[config.mk]
export PLATFORM = sky130hd
export DESIGN_NAME = mc_ctrl_fsm
export DESIGN_NICKNAME = d
export VERILOG_FILES = /design/src/rtl/mc_ctrl_fsm.sv
export SDC_FILE = /design/constraint.sdc
export NUM_CORES = 1
export LEC_CHECK = 0
export ABC_CLOCK_PERIOD_IN_PS = 2400
export BUFFER_PORTS_ARGS = -buffer_cell sky130_fd_sc_hd__buf_4
export CORE_UTILIZATION = 51
export DETAILED_ROUTE_END_ITERATION = 12
export GPL_ROUTABILITY_DRIVEN = 1
export PLACE_DENSITY_LB_ADDON = 0.1
export SYNTH_ARGS = -nofsm -noshare
export SYNTH_HDL_FRONTEND = slang
export SYNTH_SLANG_ARGS = --single-unit
[constraint.sdc]
create_clock -name clk -period 2.4 [get_ports clk]
set_clock_uncertainty 0.15 [all_clocks]
set_input_delay 0.36 -clock clk [delete_from_list [all_inputs] [get_ports clk]]
set_output_delay 0.36 -clock clk [all_outputs]
set_load 0.01 [all_outputs]
[src/rtl/mc_ctrl_fsm.sv]
// Multi-cycle MIPS control sequencer with memory req/ready handshake and timeout.
// Optional illegal-opcode trap: define MC_CTRL_ILLOP_TRAP_EN.
module mc_ctrl_fsm #(
    parameter logic [7:0] MEM_TIMEOUT = 8'd255
) (
    input  logic       clk,
    input  logic       resetn,
    input  logic [5:0] op,
    input  logic       zero,
    input  logic       mem_ready,
    output logic       mem_req,
    output logic       mem_we,
    output logic       iord,
    output logic       irwrite,
    output logic       pcwrite,
    output logic [1:0] pcsrc,
    output logic       regwrite,
    output logic       regdst,
    output logic       memtoreg,
    output logic       alusrca,
    output logic [1:0] alusrcb,
    output logic [3:0] aluop,
    output logic       bus_err,
    output logic       exc_illop,
    output logic [3:0] state
);

    typedef enum logic [3:0] {
        IDLE   = 4'd0,
        FETCH  = 4'd1,
        DECODE = 4'd2,
        MEMADR = 4'd3,
        MEMRD  = 4'd4,
        MEMWB  = 4'd5,
        MEMWR  = 4'd6,
        EXEC   = 4'd7,
        RWB    = 4'd8,
        IEXEC  = 4'd9,
        IWB    = 4'd10,
        BRANCH = 4'd11,
        JUMP   = 4'd12,
        ILLOP  = 4'd13
    } state_t;

    localparam logic [5:0] OP_R   = 6'b000000;
    localparam logic [5:0] OP_LW  = 6'b100011;
    localparam logic [5:0] OP_SW  = 6'b101011;
    localparam logic [5:0] OP_BEQ = 6'b000100;
    localparam logic [5:0] OP_J   = 6'b000010;

    state_t     cur;
    state_t     nxt;
    logic [7:0] cnt;
    logic       wait_st;
    logic       tmo;

    assign state   = cur;
    assign wait_st = (cur == FETCH) || (cur == MEMRD) || (cur == MEMWR);
    assign tmo     = wait_st && !mem_ready && (MEM_TIMEOUT != 8'd0)
                     && (cnt == MEM_TIMEOUT);

    // State register; async reset drops every Moore output at once.
    always_ff @(posedge clk or negedge resetn) begin
        if (!resetn) cur <= IDLE;
        else         cur <= nxt;
    end

    // Wait counter: cleared on any state entry (including FETCH retry).
    always_ff @(posedge clk or negedge resetn) begin
        if (!resetn)                  cnt <= 8'd0;
        else if (nxt != cur || tmo)   cnt <= 8'd0;
        else if (wait_st && !mem_ready) cnt <= cnt + 8'd1;
    end

    // Next-state and datapath control decode.
    always_comb begin
        nxt       = cur;
        mem_req   = 1'b0;
        mem_we    = 1'b0;
        iord      = 1'b0;
        irwrite   = 1'b0;
        pcwrite   = 1'b0;
        pcsrc     = 2'b00;
        regwrite  = 1'b0;
        regdst    = 1'b0;
        memtoreg  = 1'b0;
        alusrca   = 1'b0;
        alusrcb   = 2'b00;
        aluop     = 4'b0000;
        bus_err   = 1'b0;
        exc_illop = 1'b0;
        case (cur)
            IDLE: nxt = FETCH;
            FETCH: begin
                mem_req = 1'b1;
                alusrcb = 2'b01;
                aluop   = 4'b0100;
                if (mem_ready) begin
                    irwrite = 1'b1;
                    pcwrite = 1'b1;
                    nxt     = DECODE;
                end else if (tmo) begin
                    bus_err = 1'b1;
                    nxt     = FETCH;
                end
            end
            DECODE: begin
                alusrcb = 2'b11;
                aluop   = 4'b0100;
                if (op == OP_R)                      nxt = EXEC;
                else if (op == OP_LW || op == OP_SW) nxt = MEMADR;
                else if (op == OP_BEQ)               nxt = BRANCH;
                else if (op == OP_J)                 nxt = JUMP;
                else if (op[5:3] == 3'b001)          nxt = IEXEC;
                else                                 nxt = ILLOP;
            end
            MEMADR: begin
                alusrca = 1'b1;
                alusrcb = 2'b10;
                aluop   = 4'b0100;
                nxt     = (op == OP_LW) ? MEMRD : MEMWR;
            end
            MEMRD: begin
                mem_req = 1'b1;
                iord    = 1'b1;
                if (mem_ready) nxt = MEMWB;
                else if (tmo) begin
                    bus_err = 1'b1;
                    nxt     = FETCH;
                end
            end
            MEMWB: begin
                regwrite = 1'b1;
                memtoreg = 1'b1;
                nxt      = FETCH;
            end
            MEMWR: begin
                mem_req = 1'b1;
                mem_we  = 1'b1;
                iord    = 1'b1;
                if (mem_ready) nxt = FETCH;
                else if (tmo) begin
                    bus_err = 1'b1;
                    nxt     = FETCH;
                end
            end
            EXEC: begin
                alusrca = 1'b1;
                aluop   = 4'b1000;
                nxt     = RWB;
            end
            RWB: begin
                regwrite = 1'b1;
                regdst   = 1'b1;
                nxt      = FETCH;
            end
            IEXEC: begin
                alusrca = 1'b1;
                alusrcb = 2'b10;
                case (op[2:0])
                    3'b000:  aluop = 4'b0100;
                    3'b001:  aluop = 4'b0101;
                    3'b010:  aluop = 4'b0110;
                    3'b011:  aluop = 4'b0111;
                    3'b100:  aluop = 4'b0000;
                    3'b101:  aluop = 4'b0011;
                    3'b110:  aluop = 4'b0001;
                    default: aluop = 4'b0010;
                endcase
                nxt = IWB;
            end
            IWB: begin
                regwrite = 1'b1;
                nxt      = FETCH;
            end
            BRANCH: begin
                alusrca = 1'b1;
                aluop   = 4'b1011;
                pcsrc   = 2'b01;
                pcwrite = zero;
                nxt     = FETCH;
            end
            JUMP: begin
                pcsrc   = 2'b10;
                pcwrite = 1'b1;
                nxt     = FETCH;
            end
            ILLOP: begin
`ifdef MC_CTRL_ILLOP_TRAP_EN
                exc_illop = 1'b1;
                pcsrc     = 2'b11;
                pcwrite   = 1'b1;
`endif
                nxt = FETCH;
            end
            default: nxt = FETCH;
        endcase
    end

endmodule

# == Word level (Yosys, flattened, before mapping) ==
# Index checks and enable logic that the tools add are counted.
# word_totals
reg_bits,12
input_bits,10
out_inout_bits,23
wordCells,74
# op_classes
add_sub_neg,1
n_eq_ne,25
muxes,30
n_reduce_logical,16
# op_table
cell,n
one-hot mux 4 bit (7 select lines),1
two-way mux 4 bit,6
one-hot mux 3 bit (7 select lines),1
equality test 4 bit (second input constant),5
equality test 4 x 3 -> 1 bit (second input constant),4
two-way mux 8 bit,2
one-hot mux 4 bit (4 select lines),1
equality test 6 bit (second input constant),2
two-way mux 1 bit,12
equality test 3 bit (second input constant),3
two-way mux 3 bit,3
OR reduction 3 bit,3
adder 8 x 1 -> 8 bit (second input constant),1
equality test 4 x 2 -> 1 bit (second input constant),2
equality test 8 bit (second input constant),1
equality test 3 x 1 -> 1 bit (second input constant),2
equality test 3 x 2 -> 1 bit (second input constant),2
equality test 6 x 2 -> 1 bit (second input constant),1
equality test 6 x 3 -> 1 bit (second input constant),1
logical NOT 6 bit,1
one-hot mux 2 bit (3 select lines),1
equality test 4 x 1 -> 1 bit (second input constant),1
logical OR 1 bit,4
inequality test 4 bit,1
9 further kinds,11

# == Longest topological paths before layout ==
# Gate-level depths: netlist of run 1.
# depth
ltp_word,11
mapped_depth,6
ltp_nobuf,6

# == Worst setup path before layout of run 1 ==
# OpenSTA, ideal clock, no wires.
# synth_timing
kind,register to output
from,"register cur[1], in the netlist state[1]"
to,output pcwrite
arrival_time_ns,1.374
t_required_ns,1.890
slack_ns,0.516
stages_incl_launch_ff,5
path_buffers,1
path_cell_list,dfrtp_1 clkbuf_1 inv_1 nor2_1 a211o_1
# synth_between
elab_chain_len,2
elab_cells_between_ends,4
classes_between,3 x eq/ne; 1 x mux
# synth_rtl
element,line,text
start: declaration,51,state_t cur;
start signal: assignment,65,else cur <= nxt;
equality test 4 bit / equality test 4 x 1 -> 1 bit (equally long branches),92,case (cur)
one-hot mux 1 bit (3 select lines) (*),92,
end: declaration,15,"output logic pcwrite,"
# Mark *: on every way between the ends. The rest lies on a longest branch, timed or not.

# == Worst setup path in the final report of run 1 ==
# layout_timing
from,"register cur[2], in the netlist state[2]"
to,output pcwrite
# The elaborated chain is that of the path after synthesis.

==> flow_summary.yaml, run 1 <==
outcome:
  status: "completed"
floorplanning:
  coreArea_mm2: 0.002002
  die_height_um: 48.57
  dieWidth_um: 48.57
  num_rows: 16
  io_pins: 33
  die-area_mm2: 0.002359
  initial_core_util_pct: 55.25
worst_setup_path:
  crit_top_cell: "buf_4"
  r2r_cells: 6
  r2r_start: "state[3]"
  cp-start-kind: "register"
  cp.required_ns: 1.89
  cp_top_family: "flip-flops"
  critPathKind: "reg -> out"
  crit_arrival_ns: 1.74
  cp_cell_sequence: "buf_4 -> nand3b_1 -> nor2_1 -> a211o_1 -> buf_4"
  crit_path_top_delay_cell: "dfrtp_1"
  worst-path-buf-inv: 2
  rr_endpoint: "cnt[3]"
  slowest_delay_ns: 0.59
  end_kind: "primary output"
  cp_max_fo: 12
  r2r_slack_ns: 0.27
pwr:
  clkPwrFrac_pct: 11.6
  ir_drop_uv: 763.8
  fin_total_pwr_mw: 1.378
  internal-power_uw: 744.1
  power.leakage_nw: 0.6524
  switching_share_pct: 46.01
  p_comb_share_pct: 65.3
  seqPwrFrac_pct: 23.1
  power.density_mw_per_mm2: 956.2
  power_switching_uw: 634.1
sta:
  timing.fmax_mhz: 443.7
  max_slew.worst_pin.slew_ns: 0.5412
  fin_crit_sh_pct: 93.91
  hold_viol_final: 0
  setup_viol: 0
  drv_slew: 0
  tns_ns: 0
  period_needed_ns: 2.254
  rsz0062_at_grt: "false"
  slew_headroom_pct: 63.92
global_routing:
  grt_first_pass_wirelength_um: 4547
  grt_max_degree: 17
  grt_pass1_vias: 966
  grt_usage_pct: 24.75
  antenna_found_initial: 0
  grt.overflow.total: 0
synth:
  yosysSeqAreaShare_pct: 27.15
  ys_seq_elements: 12
  synth_area_leaders: "dfrtp_1 (27%), xor2_1 (6.3%), a2111oi_1 (5.4%), nor2_1 (4.4%), mux2i_1 (3.6%)"
  synth_cells: 124
  netlist_area_mm2: 0.001106
  syn-num-nets: 135
  synth_top_area_cell: "dfrtp_1"
  synth.avg_cell_area_um2: 8.920
  synth_edf_count: 0
  synth_cell_types: 52
  yosys_warnings: 0
  async_flop_share_pct: 100.0
  synthFlopType: "dfrtp_1"
  synth_top_area_share_pct: 27.15
placed_design:
  dp_hpwl_um: 2058
  place.gp.congestion: 0.8199
  port_buffers: 31
cts:
  clk_latency_ns: 0.27
  cts_root_buf: "clkbuf_4"
  cts_tree: "yes"
  cts_buffers: 3
  htree_levels: 1
  clk_path_buf_depth: 2
  clkSinkCount: 12
  clkSlewWorstSetupHoldPaths_ns: 0.08
cells_and_area:
  area_delta_synth_final_pct: 30.32
  utilization_pct: 72.00
  antenna-diode-count: 0
  num-fill-cells: 155
  layout-drive-gt1-share_pct: 32.70
  layout.nets: 171
drt:
  first_pass_iters: 4
  via_per_inst: 6.108
  vias: 1136
  wire_per_inst_um: 14.53
  drc: 0
  ant_nets: 0
  wl_um: 2702
  first_iter_violations: 34
job:
  drv_cap: 0
worst_hold_path:
  min_path_type: "in -> async"
-- per-layer routing --
layer	track usage [%]	part of all wire [%]	vias up
met4	6.863	0.63	0
met2	34.74	44	34
met1	38.61	49	543
li1	-	-	557
met5	0	0	-
met3	4.088	6.1	2
-- cell usage in the layout (no fill, tap or decap), types with 5 or more instances in the layout --
cell type  instances
nor2_1            13
a2111oi_1          6
xor2_1             8
buf_4             36
dfrtp_1           12
a21oi_1            5
-- power by group through the flow --
stage | Combinational [mW] | Clock [mW] | Sequential, mW
after global placement | 0.839 | 0 | 0.309
after CTS | 0.847 | 0.163 | 0.308
after global routing | 0.978 | 0.175 | 0.328
after detailed placement | 0.842 | 0 | 0.312
after floorplan | 0.547 | 0 | 0.292
final | 0.900 | 0.159 | 0.319
-- kinds of logic after synthesis --
family                     Yosys count  share of synthesized area [%]
DFF                                 12                          27.15
other                                1                         0.3390
adders and majority gates            1                          1.131
xor gates and xnor gates             9                          7.127
and+or+nand+nor                     46                          25.34
buffers and inverters               11                          4.411
muxes                                4                          3.620
AOI/OAI and AO/OA                   40                          30.88
-- cells in the mapped netlist, types with 2 or more instances --
master,n
xor2_1,8
and2b_1,2
o2111ai_1,4
nor2b_1,3
a2111oi_1,6
dfrtp_1,12
o22ai_1,3
and3_1,4
o211ai_1,3
nor2_1,13
and4_1,2
mux2i_1,4
clkbuf_1,3
nand2b_1,3
a21oi_1,5
nor3_1,3
nand2_1,4
and2_1,2
inv_1,4
o21ai_0,2
buf_2,2
a2111oi_2,2
-- final cells by class --
type / instances / area, um2 / area share (%)
multi-input cells: 101 / 770.7 / 53.47
inverters: 5 / 20.02 / 1.389
repair buffers: 37 / 280.3 / 19.44
well taps: 27 / 33.78 / 2.344
flip-flops and latches: 12 / 300.3 / 20.83
clock buffers: 4 / 36.28 / 2.517
-- state kept, by name, indices dropped and copies added, names as in the netlist --
name and flops:
cnt 8, state 4
-- worst reg2reg max path: cells and delay by family, from the launching register on --
kind | cells | cell delay, ns
compound gates | 3 | 0.70
buf+inv | 1 | 0.07
flops | 1 | 0.52
simple gates | 2 | 0.57
-- stage by stage --
stage	instance area, um2	hold slack (ns)	worst slack (ns)	instances
5_1_grt	1441	0.3131	0.05764	186
3_5_place_dp	1366	0.05822	0.2777	179
4_1_cts	1413	0.2956	0.004580	184
3_3_place_gp	1366	0.05681	0.3447	179
6_report	1441	0.3110	0.1462	186
2_1_floorplan	1106	-0.08559	0.5163	124
-- what timing repair did --
item / in CTS / in global routing
endpoints found under the hold margin: 12 / 0
setup buffers: 0 / 2
resized for setup: 0 / 3
hold buffers: 1 / 0
setup endpoints to repair: 0 / 1
-- how the worst max path moves through the flow --
stage	slack (ns)	cells past startpoint	end	start
final	0.15	5	pcwrite	state[2]
after global placement	0.34	4	cnt[6]	state[2]
after global routing	0.06	5	pcwrite	state[2]
after CTS	0.005	4	bus_err	state[2]
after floorplan	0.52	4	pcwrite	state[1]
after detailed placement	0.28	4	cnt[3]	state[2]
(Power assumes the default switching activity.)
==> inputs of run 2 (changes only) <==
--- a/config.mk
+++ b/config.mk
@@ -7,6 +7,7 @@
 export LEC_CHECK = 0
 export ABC_CLOCK_PERIOD_IN_PS = 2400
 export BUFFER_PORTS_ARGS = -buffer_cell sky130_fd_sc_hd__buf_4
+export CORE_ASPECT_RATIO = 1.25
 export CORE_UTILIZATION = 51
 export DETAILED_ROUTE_END_ITERATION = 12
 export GPL_ROUTABILITY_DRIVEN = 1
==> run 2 against run 1 <==
Against the previous run: the run now ends with DRC left; flip-flop and latch count is the same; die area is essentially flat; sequential power shrank 7.2%; power shrank 1.3%; cell count shrank 3.8%; count of clock-buffer cells in the layout is the same; critical path depth is the same; maximum frequency grew 2.3%; design area shrank 0.95%; core utilization shrank 0.78 points; highest routed layer unchanged.
==> flow_summary.yaml, run 2 (synthesis results as in run 1) <==
drt:
  wl_um: 2877
  first_pass_iters: 8
  first_iter_violations: 15
  wire_per_inst_um: 16.07
  ant_nets: 0
  drc: 4
  vias: 1141
  via_per_inst: 6.374
pwr:
  power.leakage_nw: 0.6510
  fin_total_pwr_mw: 1.361
  ir_drop_uv: 713.4
  power.density_mw_per_mm2: 953.0
cts:
  cts_root_buf: "clkbuf_4"
  cts_setup_buffers: 0
  clkSlewWorstSetupHoldPaths_ns: 0.07
  clk_latency_ns: 0.27
  htree_levels: 1
  clkSinkCount: 12
  cts_tree: "yes"
  clk_path_buf_depth: 2
  cts_buffers: 3
global_routing:
  grt_first_pass_wirelength_um: 4512
  grt_usage_pct: 25.39
  use_met2_pct: 49.25
  grt_pass1_vias: 1052
  grt.overflow.total: 0
  grt_max_degree: 16
  grt.met3_usage_pct: 2.685
  antenna_found_initial: 0
  globalRouteMet1Util_pct: 27.37
  busiest_layer: "met2"
placed_design:
  port_buffers: 31
  dp.cells: 174
  preCtsSetupSlack_ns: 0.3365
  place.gp.congestion: 0.8798
  dp_hpwl_um: 2262
  placed_cell_area_mm2: 0.001373
floorplanning:
  num_rows: 18
  initial_core_util_pct: 55.18
  die_height_um: 54.07
  coreArea_mm2: 0.002004
  io_pins: 33
  die-area_mm2: 0.002360
  dieWidth_um: 43.66
worst_setup_path:
  cp.required_ns: 1.89
  end_kind: "primary output"
  crit_arrival_ns: 1.69
  crit_path_top_delay_cell: "dfrtp_1"
  cp_top_family: "flip-flops"
  r2r_cells: 4
  slowest_delay_ns: 0.49
  rr_endpoint: "cnt[3]"
  crit_top_cell: "buf_4"
  r2r_slack_ns: 0.38
  cp_cell_sequence: "buf_4 -> nor2_1 -> and3_1 -> a211o_1 -> buf_4"
  r2r_start: "cnt[0]"
  cp-start-kind: "register"
  critPathKind: "reg -> out"
  cp_max_fo: 11
  worst-path-buf-inv: 2
sta:
  setup_viol: 0
  period_needed_ns: 2.204
  timing.fmax_mhz: 453.7
  drv_slew: 0
  slew_headroom_pct: 65.86
  hold_viol_final: 0
  fin_crit_sh_pct: 91.84
  tns_ns: 0
  hold_ws_ns: 0.3050
  fin_ws_ns: 0.1959
  rsz0062_at_grt: "false"
  max_slew.worst_pin.slew_ns: 0.5121
cells_and_area:
  layout.nets: 171
  top_register: "cnt"
  layout-drive-gt1-share_pct: 32.70
  instances_no_fill: 179
  area_delta_synth_final_pct: 29.07
  utilization_pct: 71.22
  antenna-diode-count: 0
  stdcell_area_mm2: 0.001428
  final_cell_mix: "buf_4 (36), nor2_1 (13), dfrtp_1 (12)"
  largest_register_ffs: 8
  layout_commonest_cell: "buf_4"
outcome:
  status: "finished with violations"
  failed_checks: "DRC"
job:
  drv_cap: 0
worst_hold_path:
  min_path_type: "in -> async"
## run 2: cell count changes in the layout (fill, tap and decap cells not counted)
| cell | delta |
|---|---|
| nor2b_4 | -1 |
| nor2b_2 | +1 |
## run 2: worst reg2reg max path, stage by stage (launching register included)
cell and delay (ns):
dfrtp_1 0.43, ha_1 0.29, a41oi_1 0.41, a2bb2oi_2 0.21, a2111oi_1 0.41
## run 2: final cells by class
type	count	area, um2
multi-input combinational	101	765.7
clock buffer	4	36.28
timing repair buffer	37	280.3
inverter	5	20.02
tap	20	25.02
fill	172	576.8
sequential	12	300.3
## run 2: where the power goes
group	switching (mW)	total, mW	leakage (nW)	internal [mW]
clock	0.0670	0.159	0.0210	0.0923
combinational	0.501	0.905	0.468	0.404
sequential	0.0618	0.296	0.162	0.235
## run 2: repair_timing
action	in CTS	in global routing
setup endpoints to repair	0	1
hold buffers	1	0
endpoints found under the hold margin	12	0
gates resized for setup	0	2
## run 2: worst max-delay path by stage
stage	start	to	slack (ns)	cells after the start
finish	state[2]	pcwrite	0.20	5
CTS	state[1]	bus_err	0.11	4
detailed placement	op[3]	cnt[5]	0.34	5
global route	state[1]	bus_err	0.09	4
global placement	op[3]	cnt[1]	0.38	5
floorplan	state[1]	pcwrite	0.52	4
## run 2: metal layers
| metal | share of wire (%) | vias to the layer above |
|---|---|---|
| li1 | - | 549 |
| met1 | 39 | 555 |
| met2 | 55 | 31 |
| met3 | 3.9 | 6 |
| met4 | 1.9 | 0 |
| met5 | 0 | - |
